**config.mk**
```make
export PLATFORM = sky130hd
export DESIGN_NAME = rvc_asap_5pl_dmem_arb
export DESIGN_NICKNAME = d
export VERILOG_FILES = /design/src/rtl/rvc_asap_pkg.sv /design/src/rtl/rvc_asap_5pl_dmem_arb_starve.sv /design/src/rtl/rvc_asap_5pl_dmem_arb.sv
export SDC_FILE = /design/constraint.sdc
export NUM_CORES = 1
export LEC_CHECK = 0
export ABC_CLOCK_PERIOD_IN_PS = 4000
export BUFFER_PORTS_ARGS = -buffer_cell sky130_fd_sc_hd__clkbuf_2
export CORE_AREA = 2 2 120 122
export CTS_CLUSTER_SIZE = 20
export DETAILED_ROUTE_END_ITERATION = 8
export DIE_AREA = 0 0 122 124
export GPL_ROUTABILITY_DRIVEN = 0
export HOLD_SLACK_MARGIN = 0.02
export PLACE_DENSITY = 0.49
export SKIP_CTS_REPAIR_TIMING = 1
export SYNTH_ARGS = -nofsm -noshare
export SYNTH_HDL_FRONTEND = slang
export SYNTH_SLANG_ARGS = --single-unit
```
**constraint.sdc**
```tcl
create_clock -name Clock -period 4 [get_ports Clock]
set_input_delay 0.8 -clock Clock [delete_from_list [all_inputs] [get_ports Clock]]
set_output_delay 0.8 -clock Clock [all_outputs]
set_load 0.05 [all_outputs]
```
**src/rtl/rvc_asap_pkg.sv**
```systemverilog
// rvc_asap_pkg: shared types and constants for the rvc_asap 5-stage core data-memory arbiter.
package rvc_asap_pkg;
  typedef enum logic [1:0] {OWN_NONE, OWN_CORE, OWN_DBG} t_dmem_owner;
  localparam int DMEM_ARB_MAX_WAIT_DFLT = 8;
endpackage

```
**src/rtl/rvc_asap_5pl_dmem_arb_starve.sv**
```systemverilog
// rvc_asap_5pl_dmem_arb_starve: debug starvation guard (wait counter, force flag, core-first flag).
// Only instantiated when RVC_DMEM_ARB_FAIR_EN is defined.
module rvc_asap_5pl_dmem_arb_starve
  import rvc_asap_pkg::*;
#(
  parameter int MAX_WAIT = DMEM_ARB_MAX_WAIT_DFLT
) (
  input  logic clk,
  input  logic rst_n,
  input  logic dbg_valid,
  input  logic dbg_gnt,
  input  logic core_gnt,
  output logic force_dbg
);
  localparam int W = $clog2(MAX_WAIT + 1);
  logic [W-1:0] wait_cnt;
  logic core_first_q;
  always_ff @(posedge clk) begin
    if (!rst_n) begin
      wait_cnt     <= '0;
      core_first_q <= 1'b0;
    end else begin
      wait_cnt     <= (!dbg_valid || dbg_gnt) ? '0 :
                      (wait_cnt == W'(MAX_WAIT)) ? wait_cnt : wait_cnt + 1'b1;
      // After a forced grant the core gets the next slot before another force can happen
      core_first_q <= (dbg_gnt && force_dbg) ? 1'b1 : core_gnt ? 1'b0 : core_first_q;
    end
  end
  assign force_dbg = (wait_cnt == W'(MAX_WAIT)) && !core_first_q;
endmodule

```
**src/rtl/rvc_asap_5pl_dmem_arb.sv**
```systemverilog
// rvc_asap_5pl_dmem_arb: core/debug arbiter for the single D_MEM port with Q104H read-data steering.
// Define RVC_DMEM_ARB_FAIR_EN for bounded debug latency; otherwise the core has strict priority.
module rvc_asap_5pl_dmem_arb
  import rvc_asap_pkg::*;
#(
  parameter int MAX_WAIT = DMEM_ARB_MAX_WAIT_DFLT
) (
  input  logic        Clock,
  input  logic        Rst,
  input  logic        CoreReqQ103H,
  input  logic        CoreWrEnQ103H,
  input  logic [31:0] CoreAddrQ103H,
  input  logic [31:0] CoreWrDataQ103H,
  input  logic [3:0]  CoreByteEnQ103H,
  output logic        CoreStall,
  output logic [31:0] CoreRdDataQ104H,
  input  logic        DbgReqValid,
  output logic        DbgReqReady,
  input  logic        DbgWrEn,
  input  logic [31:0] DbgAddr,
  input  logic [31:0] DbgWrData,
  input  logic [3:0]  DbgByteEn,
  output logic        DbgRspValid,
  output logic [31:0] DbgRspData,
  output logic        MemRdEn,
  output logic        MemWrEn,
  output logic [31:0] MemAddr,
  output logic [31:0] MemWrData,
  output logic [3:0]  MemByteEn,
  input  logic [31:0] MemRdDataQ104H
);
  logic core_gnt, dbg_gnt, force_dbg, dbg_wr_q;
  t_dmem_owner last_own_q;
  if (MAX_WAIT < 1) begin : g_bad_max_wait
    $error("MAX_WAIT must be at least 1");
  end
`ifdef RVC_DMEM_ARB_FAIR_EN
  rvc_asap_5pl_dmem_arb_starve #(.MAX_WAIT(MAX_WAIT)) u_starve (
    .clk       (Clock),
    .rst_n     (Rst),
    .dbg_valid (DbgReqValid),
    .dbg_gnt   (dbg_gnt),
    .core_gnt  (core_gnt),
    .force_dbg (force_dbg)
  );
`else
  assign force_dbg = 1'b0;
`endif
  always_comb begin
    dbg_gnt   = Rst && DbgReqValid && (!CoreReqQ103H || force_dbg);
    core_gnt  = Rst && CoreReqQ103H && !dbg_gnt;
    MemRdEn   = (core_gnt && !CoreWrEnQ103H) || (dbg_gnt && !DbgWrEn);
    MemWrEn   = (core_gnt && CoreWrEnQ103H) || (dbg_gnt && DbgWrEn);
    MemAddr   = core_gnt ? CoreAddrQ103H : dbg_gnt ? DbgAddr : '0;
    MemWrData = core_gnt ? CoreWrDataQ103H : dbg_gnt ? DbgWrData : '0;
    MemByteEn = core_gnt ? CoreByteEnQ103H : dbg_gnt ? DbgByteEn : '0;
  end
  assign CoreStall   = Rst && CoreReqQ103H && !core_gnt;
  assign DbgReqReady = dbg_gnt;
  always_ff @(posedge Clock) begin
    if (!Rst) begin
      last_own_q <= OWN_NONE;
      dbg_wr_q   <= 1'b0;
    end else begin
      last_own_q <= dbg_gnt ? OWN_DBG : core_gnt ? OWN_CORE : OWN_NONE;
      dbg_wr_q   <= DbgWrEn;
    end
  end
  // Gating with Rst drops a response that is in flight when reset arrives
  assign CoreRdDataQ104H = (Rst && last_own_q == OWN_CORE) ? MemRdDataQ104H : '0;
  assign DbgRspValid     = Rst && last_own_q == OWN_DBG;
  assign DbgRspData      = (DbgRspValid && !dbg_wr_q) ? MemRdDataQ104H : '0;
endmodule

```
==> impl_metrics.yaml <==
status:
  status: "finished clean"
yosys:
  synth_area_leaders: "a32o_1 48%, nor2_1 14%, buf_6 8.6%, nand2_1 7.3%, buf_2 4.2%"
  synth_top_area_share_pct: 48.5
  yosysWarnings: 0
  synthTopCellsByCount: "70 x a32o_1, 55 x nor2_1, 28 x nand2_1, 12 x buf_2, 11 x buf_6"
  netlist_instances: 213
  synth-xor-area-share_pct: 0
  synthMuxAreaShare_pct: 0
  synthSimpleGateAreaFrac_pct: 30.5
  syn_avg_cell_area_sq_um: 6.78
  async_flop_share_pct: 0
  ys_ff_latch: 3
  yosysTopAreaCell: "a32o_1"
  synthFlopType: "dfxtp_1"
  synth_enable_flop_cells: 0
  synth_area_sq_mm: 0.00145
  synth.distinct_cells: 20
  yosysMostFrequentCell: "a32o_1"
  syn_nets: 387
  synth-compound-area-share_pct: 48.5
  synth_top_family_by_area: "compound AO/OA/AOI/OAI gates"
  seq_area_frac_synth_pct: 4.16
  synth_adder_area_share_pct: 0
route:
  via_per_inst: 4.32
  first_iter_violations: 124
  routedWlPerCell_um: 16.0
  vias: 2914
  wirelength_mm: 10.8
  drt_pass1_iterations: 5
  route.antenna.remaining_nets: 0
  drcViolationCount: 0
die:
  fp.dieW_um: 122
  rows: 43
  start_util_pct: 10.5
  boundaryPins: 311
  die_height_um: 124
  core-area_sq_mm: 0.0137
  dieArea_sq_mm: 0.0151
final_layout:
  drive_above_1_share_pct: 64.4
  regArea_sq_um: 60.1
  layout.nets: 670
  n_antenna_cell: 0
  final_area_sq_mm: 0.00314
  multi_input_area_sq_mm: 0.00115
  fill_cells: 1593
  area_growth_pct: 117
worst_setup_path:
  crit_required_ns: 3.20
  critical_path_class: "input pin to output pin"
  critPathLaunchType: "input pin"
  cp-end-kind: "output pin"
  worst_ep_arrival_time_ns: 2.24
  critPathMaxFanout: 35
global_route:
  grt_pass1_vias: 2547
  grt_max_degree: 60
  antenna_found_initial: 1
  grt_pass1_wl_mm: 14.3
  grt_usage_pct: 12.3
  overflow: 0
sta:
  rsz0062_at_grt: "no"
  period_share_pct: 76.1
  worst_pin_slew_ns: 1.05
  hold_viol_final: 0
  fmax_ghz: 0.329
  finalCriticalPeriod_ns: 3.04
  hold-worst-slack_ns: 0.824
  setup_viol: 0
  report.final.slew_viol_count: 0
  final.setup.tns_ns: 0
  setup_ws_ns: 0.958
  relSlewSlack_pct: 29.9
min_path:
  hp-class: "input pin to flop"
  whs_path_depth: 2
clock_network:
  cts_tree: "yes"
  path_clk_slew_ns: 0.03
  root_buffer: "clkbuf_16"
  cts.sinks: 3
  cts_buffers: 3
  cts.path.max_buffers: 2
  htree_levels: 1
place:
  pre_cts_ws_ns: 0.990
  dp_hpwl_mm: 9.12
  place.port_buffers: 309
  place_area_sq_mm: 0.00306
power:
  pwr-share-clk_pct: 24.3
  internal-power_w: 0.000304
  p_leak_nw: 1.80
  p_comb_share_pct: 70.7
  power_frac_seq_pct: 5.0
  switching_share_pct: 53.7
  power.density_mw_per_mm2: 209
  ir_drop_v: 0.0000908
  switching_power_w: 0.000352
run:
  cap_violations: 0
[logic make-up after synthesis]
logic type	after synthesis
simple gates	102
compound gates	70
flops	3
other cells	1
buf+inv	37
[layout by cell type (no fill, tap or decap)]
master	Yosys	layout
clkbuf_2	0	309
a32o_1	70	70
nor2_1	55	55
nand2_1	28	28
and2_1	8	7
and3_1	4	4
clkbuf_16	0	3
dfxtp_1	3	3
buf_12	0	3
inv_1	2	2
and3b_1	1	1
or3b_1	1	1
nor2_2	1	1
nand2b_1	1	1
and2b_1	1	1
nor4bb_1	1	1
nor2b_4	0	1
and2_2	0	1
conb_1	1	1
clkbuf_1	10	1
buf_4	1	1
[routing by layer]
metal / vias to the layer above / track usage, % / share of wire (%)
met5: - / 0 / 0.12
met4: 2 / 1.87 / 0.72
met3: 8 / 3.66 / 13
met2: 223 / 24.3 / 51
met1: 1295 / 13.1 / 35
li1: 1386 / - / -
[layout make-up]
type	instances	share of cell area [%]
Clock buffer	4	2.51
Sequential cell	3	1.91
Inverter	2	0.239
Multi-Input combinational cell	173	36.7
Tap cell	180	7.17
Timing Repair Buffer	313	51.4
[through the flow]
step / power, W / utilization [%] / cells
global route: 0.000687 / 22.9 / 675
floorplan: 0.000344 / - / 213
global placement: 0.000501 / 22.3 / 671
CTS: 0.000661 / 22.9 / 675
detailed placement: 0.000498 / 22.3 / 671
finish: 0.000657 / 22.9 / 675
[registers in the layout (all words and copies together), names as in the netlist]
signal / count
dbg_wr_q: 1
last_own_q: 2
[worst max-delay path, cell delays in order]
cell	delay [ns]
clkbuf_2	0.10
buf_4	0.32
nor4bb_1	0.53
and2_1	0.21
clkbuf_2	0.27
[power groups by stage]
stage	combinational [W]	sequential (W)	clock (W)
2_1_floorplan	0.000311	0.0000329	0
3_3_place_gp	0.000468	0.0000331	0
3_5_place_dp	0.000465	0.0000331	0
4_1_cts	0.000467	0.0000327	0.000162
5_1_grt	0.000490	0.0000330	0.000164
6_report	0.000465	0.0000327	0.000159
[path summary, 6_finish.rpt]
| kind | from | to | slack, ns |
|---|---|---|---|
| worst min-delay path | DbgWrEn | dbg_wr_q | 0.82 |
| worst max-delay path | Rst | DbgRspData[28] | 0.96 |
(Power assumes the default switching activity.)
